$ cat config.mk
export PLATFORM = sky130hd
export DESIGN_NAME = cordic_engine
export DESIGN_NICKNAME = d
export VERILOG_FILES = /design/src/rtl/cordic_engine.sv
export SDC_FILE = /design/constraint.sdc
export NUM_CORES = 1
export LEC_CHECK = 0
export CAP_MARGIN = 10
export CORE_ASPECT_RATIO = 1.75
export CORE_UTILIZATION = 50
export CTS_BUF_LIST = sky130_fd_sc_hd__clkbuf_8
export CTS_CLUSTER_DIAMETER = 30
export CTS_CLUSTER_SIZE = 30
export DETAILED_ROUTE_END_ITERATION = 7
export PLACE_DENSITY = 0.68
export REMOVE_ABC_BUFFERS = 1
export SKIP_LAST_GASP = 1
export SLEW_MARGIN = 40
export SYNTH_ARGS = -nofsm -noshare
export SYNTH_HDL_FRONTEND = slang
export SYNTH_SLANG_ARGS = --single-unit
$ cat constraint.sdc
create_clock -name clk -period 10.09 [get_ports clk]
set_input_delay 1.5135 -clock clk [delete_from_list [all_inputs] [get_ports clk]]
set_output_delay 1.5135 -clock clk [all_outputs]
set_load 0.05 [all_outputs]
$ cat src/rtl/cordic_engine.sv
// cordic_engine: iterative multi-mode CORDIC, one micro-rotation per clock on signed Q16.16 operands
// Ports:
//   clk, rst            clock, asynchronous active-high reset
//   enable              start strobe, sampled only while idle
//   mode_op             0 rotation (drive z->0), 1 vectoring (drive y->0)
//   mode_coord          01 circular, 11 hyperbolic, 00/10 linear
//   x_in, y_in, z_in    operands, latched on the starting edge
//   x_out, y_out, z_out registered results, held until the next completion
//   valid               one-cycle completion pulse
// Build option CORDIC_GAIN_COMP_EN: scale x/y by 1/K (circular) or 1/Kh (hyperbolic) at completion.
module cordic_engine #(
    parameter int WIDTH      = 32,
    parameter int ITERATIONS = 16
) (
    input  logic                    clk,
    input  logic                    rst,
    input  logic                    enable,
    input  logic                    mode_op,
    input  logic [1:0]              mode_coord,
    input  logic signed [WIDTH-1:0] x_in,
    input  logic signed [WIDTH-1:0] y_in,
    input  logic signed [WIDTH-1:0] z_in,
    output logic signed [WIDTH-1:0] x_out,
    output logic signed [WIDTH-1:0] y_out,
    output logic signed [WIDTH-1:0] z_out,
    output logic                    valid
);
    localparam int CW = $clog2(ITERATIONS + 1);
    typedef enum logic [1:0] {S_IDLE, S_RUN, S_DONE} state_t;
    state_t                  r_state, w_next;
    logic [CW-1:0]           r_cnt;
    logic signed [WIDTH-1:0] r_x, r_y, r_z;
    logic signed [WIDTH-1:0] w_xs, w_ys, w_e, w_xn, w_yn, w_zn, w_xo, w_yo;
    logic                    r_op;
    logic [1:0]              r_coord;
    logic                    w_circ, w_hyp, w_pos;
    int                      w_k, w_sh;

    // Rounded Q16.16 angle constants; beyond the listed entries every table equals 2^-i.
    function automatic logic signed [WIDTH-1:0] rom(input logic [1:0] c, input int i);
        logic [31:0] v;
        v = 32'd65536 >> i;
        if (c == 2'b01)
            case (i)
                0: v = 32'd51472;
                1: v = 32'd30386;
                2: v = 32'd16055;
                3: v = 32'd8150;
                4: v = 32'd4091;
                5: v = 32'd2047;
                default: ;
            endcase
        else if (c == 2'b11)
            case (i)
                1: v = 32'd35999;
                2: v = 32'd16739;
                3: v = 32'd8235;
                4: v = 32'd4101;
                5: v = 32'd2049;
                default: ;
            endcase
        return WIDTH'(v);
    endfunction

    always_comb begin
        w_circ = r_coord == 2'b01;
        w_hyp  = r_coord == 2'b11;
        w_k    = int'(r_cnt);
        // hyperbolic indices start at 1 and repeat 4 and 13 so the series still converges
        w_sh   = w_hyp ? w_k + 1 - (w_k >= 4 ? 1 : 0) - (w_k >= 14 ? 1 : 0) : w_k;
        // w_pos is d = +1
        w_pos  = r_op ? r_y[WIDTH-1] : ~r_z[WIDTH-1];
        w_xs   = r_x >>> w_sh;
        w_ys   = r_y >>> w_sh;
        w_e    = rom(r_coord, w_sh);
        w_xn   = w_circ ? (w_pos ? r_x - w_ys : r_x + w_ys) :
                 w_hyp  ? (w_pos ? r_x + w_ys : r_x - w_ys) : r_x;
        w_yn   = w_pos ? r_y + w_xs : r_y - w_xs;
        w_zn   = w_pos ? r_z - w_e : r_z + w_e;
    end

`ifdef CORDIC_GAIN_COMP_EN
    logic signed [WIDTH-1:0]   w_g;
    logic signed [2*WIDTH-1:0] w_px, w_py;
    assign w_g  = w_circ ? WIDTH'(32'sh0000_9B75) : WIDTH'(32'sh0001_351E);
    assign w_px = (2*WIDTH)'(r_x) * (2*WIDTH)'(w_g);
    assign w_py = (2*WIDTH)'(r_y) * (2*WIDTH)'(w_g);
    assign w_xo = (w_circ || w_hyp) ? w_px[WIDTH+15:16] : r_x;
    assign w_yo = (w_circ || w_hyp) ? w_py[WIDTH+15:16] : r_y;
`else
    assign w_xo = r_x;
    assign w_yo = r_y;
`endif

    always_ff @(posedge clk or posedge rst)
        if (rst) r_state <= S_IDLE;
        else     r_state <= w_next;

    always_comb begin
        w_next = r_state;
        case (r_state)
            S_IDLE:  w_next = enable ? S_RUN : S_IDLE;
            S_RUN:   w_next = (r_cnt == CW'(ITERATIONS - 1)) ? S_DONE : S_RUN;
            default: w_next = S_IDLE;
        endcase
    end

    always_ff @(posedge clk or posedge rst) begin
        if (rst) begin
            r_x     <= '0;
            r_y     <= '0;
            r_z     <= '0;
            r_op    <= 1'b0;
            r_coord <= '0;
            r_cnt   <= '0;
            x_out   <= '0;
            y_out   <= '0;
            z_out   <= '0;
            valid   <= 1'b0;
        end else begin
            valid <= 1'b0;
            if (r_state == S_IDLE && enable) begin
                r_x     <= x_in;
                r_y     <= y_in;
                r_z     <= z_in;
                r_op    <= mode_op;
                r_coord <= mode_coord;
                r_cnt   <= '0;
            end else if (r_state == S_RUN) begin
                r_x   <= w_xn;
                r_y   <= w_yn;
                r_z   <= w_zn;
                r_cnt <= r_cnt + 1'b1;
            end else if (r_state == S_DONE) begin
                x_out <= w_xo;
                y_out <= w_yo;
                z_out <= r_z;
                valid <= 1'b1;
            end
        end
    end
endmodule

==> summary.md <==
The routed layout has 21180 vias. At the worst endpoint, the required time is 10.59 ns. Routability-driven placement finished with a final weighted congestion of 1.050. In the synthesized netlist the dominant register cell turns out to be dfrtp_1. The maximum clock frequency was 0.1084 GHz; the per-cell via count in the routed design was 6.427. At the later pin of the worst-skew pair, clock insertion delay measures 0.60 ns. For the remaining number of nets flagged by the antenna check after routing, the log shows 0.

The tools report the data arrival time at the worst-slack endpoint as 9.73 ns. The setup check on the worst reg-to-reg path leaves a slack of 0.86 ns. Entering global routing, the biggest net connects 79 pins. The async set-or-reset flop fraction in the synthesized netlist works out to 1.000.

The die covers 0.04214 sq mm. The final number of hold-violating endpoints is 0, and the starting utilization of the core area is 0.5057. The area growth from synthesis to layout is 17.08%.

The ratio of cells with drive above 1 in the final layout works out to 0.1148. The tools report the half-perimeter wire length after placement as 62840 um. During synthesis, Yosys emitted a total of 0 warnings.

In the layout the commonest cells are nand2_1, a21oi_1, nor2_1. The top-area cell type share of the netlist area was 0.2460; the number of antenna violations at the first check in global routing was 2. The synthesized netlist occupies a cell area of 0.02065 sq mm. Setup repair after global routing left no endpoint under its margin. The startpoint identified for the worst register-to-register timing path is r_cnt[4].

Post-CTS resize count: 0. Number of I/O pins: 199. The floorplan step defined a core boundary enclosing 0.04083 sq mm.

The most critical setup path has its startpoint at r_cnt[4]. The mean post-synth cell area is 7.966 sq um, and the cell count after synthesis is 2592. Number of DRC markers after the initial detailed-route iteration: 1413.

TritonCTS built the clock tree. Post-CTS timing repair inserted 0 buffers for setup. The number of flops mapped to enable cells by yosys was 0; the biggest fanout along the worst timing path was 30.

After the last flow step, the layout net total stands at 2966. The final max-slew violation count is 0, and the remaining max-slew budget at the tightest pin is 0.3977. Leaving out fill and tap cells, the most frequent cell in the layout is nand2_1. Number of filler instances in the final layout: 3757. The kind of launch point of the worst setup path is a flip-flop.

For the number of global-route vias before repair, the log shows 21180. From left edge to right edge, the die measures 155.6 um. The worst path needs 9.228 ns of the cycle, external delays included. The count of input and output buffers is 198. After synthesis the netlist holds a flip-flop and latch count of 203. The wire length reported by the detailed router is 81110 um, and the vertical extent of the die is 270.8 um. Counting distinct cell types in the post-synthesis netlist gives 95.

The endpoint of the lowest-slack register-to-register path is r_z[31]. The critical path ends at r_z[31]. The run finished with clean final reports. The number of CTS-inserted buffers is 36, and the standard-cell row count is 98.

For the sequential-to-total area share from yosys stat, the log shows 0.2460. The level count of the clock H-tree came out at 2. The slew of the pin with the lowest slew margin was 0.9034 ns. The leading area contributor after synthesis was dfrtp_1. The total overflow left after global routing is 0. The DRC violation count after routing is 0, and the biggest cell delay along the critical path is 0.75 ns.

Registers take 0.005080 sq mm. The worst register-to-register path has a depth of 35. The setup skew after layout came out at 0.03499 ns.

The global-route usage over all layers came out at 0.3823. The share of the clock period used by the worst path was 0.9145. For this design, the slowest cell found on the critical path is o41ai_4. Across all hold checks on the routed design, the worst slack comes to 0.5031 ns. The startpoint identified for the worst hold timing path is x_out[22].

STA classifies the critical path endpoint as a flip-flop. The clock drives 203 sinks. The first global-routing pass estimated 123200 um of wire. Across the run, the number of max-cap violations was 0.

After clock tree synthesis, the clock-pin slew on the worst setup and hold paths is 0.07 ns. After synthesis, the cell types taking the most area are dfrtp_1, ha_1, mux2_2. The cell chosen for the clock root was clkbuf_8.

The tools report the number of iterations in the first detailed-routing pass as 6. The number of hold buffers added after CTS was 0. The tools report the number of setup violations in the final report as 0. The multi-input combinational cell area is 0.01470 sq mm. In this design, the critical path's most frequently occurring cell is ha_1. The critical path class was flip-flop to flip-flop. The average detailed-routed wire length per instance is 24.61 um. The longest clock path from root to sink contains 3 buffers. The classification of the worst-slack hold path is flip-flop to flip-flop.
## worst min-delay path by stage
| stage | to | slack [ns] | depth (start not counted) |
|---|---|---|---|
| final | x_out[22] | 0.50 | 1 |
| after global routing | z_out[3] | 0.51 | 1 |
| after CTS | z_out[0] | 0.49 | 1 |
| after detailed placement | x_out[22] | 0.49 | 1 |
| after global placement | z_out[5] | 0.49 | 1 |
| after floorplan | r_z[10] | 0.47 | 2 |
## routing by layer
metal / wire (um) / global-route usage / up-vias
met3: 4314 / 0.05078 / 298
met2: 41130 / 0.6908 / 909
met1: 28790 / 0.3966 / 10210
met5: 0 / 0 / -
li1: - / - / 9770
met4: 6864 / 0.2884 / 0
## sequential cells by signal, indices dropped and copies added (netlist names)
register  count
r_x          32
r_y          32
r_z          32
x_out        32
y_out        32
z_out        32
r_cnt         5
r_coord       2
r_state       2
r_op          1
valid         1
## cells in the mapped netlist, types with 16 or more instances
library cell and number:
a22oi_1 36, clkbuf_1 129, inv_1 85, a21oi_1 217
and3_1 33, a211oi_1 45, dfrtp_1 203, nor2_1 214
mux2_2 106, a21o_1 55, nand3_1 62, o211ai_1 16
nor2b_1 25, o22ai_1 28, and2_1 18, o21a_1 16
buf_1 19, o21ai_0 206, xor2_1 52, a31oi_1 38
ha_1 142, o21bai_1 21, o31ai_1 22, mux2i_1 79
nand2_1 280, nor3_1 47, buf_2 23, nand2b_1 21
xnor2_1 85
## cell families (layout without fill, tap and decap cells)
group,Yosys count,count (layout),synth area share
compound gates,887,887,0.2823
xor+xnor,138,138,0.05890
buf+inv,260,413,0.04921
flops,203,203,0.2460
fa+ha+maj,146,146,0.08993
mux,192,192,0.1032
simple gates,766,766,0.1705
other cells,0,1,0
## critical path, delay by kind of cell, from the launching register on
| family | cells | cell delay (ns) |
|---|---|---|
| AND/OR/NAND/NOR | 7 | 1.39 |
| XOR/XNOR | 2 | 0.61 |
| buffers and inverters | 5 | 0.88 |
| flip-flops | 1 | 0.52 |
| adder cells (fa/ha/maj) | 5 | 1.23 |
| AO/OA/AOI/OAI | 16 | 4.52 |
## per-stage QoR
| step | area, sq um | setup TNS (ns) | util | instances | worst slack, ns |
|---|---|---|---|---|---|
| floorplan | 19950 | -0.1892 | - | 2418 | -0.1892 |
| global placement | 23220 | 0 | 0.5686 | 3227 | 1.240 |
| CTS | 24160 | 0 | 0.5917 | 3295 | 0.9934 |
| global route | 24170 | 0 | 0.5921 | 3296 | 0.01299 |
| finish | 24170 | 0 | 0.5921 | 3296 | 0.8625 |
| detailed placement | 23290 | 0 | 0.5704 | 3230 | 1.009 |
## area by class of cell
cell class / instances / area share
multi-input combinational: 2129 / 0.6080
inverter: 86 / 0.01366
clock buffer: 42 / 0.02391
clock inverter: 23 / 0.01211
tap: 550 / 0.02847
antenna: 1 / 0.0001035
sequential: 203 / 0.2101
timing repair buffer: 262 / 0.1036
Power is left out: the tool's default activity adds up to more than one toggle a clock period on the data nets, which glitch-free logic cannot reach.
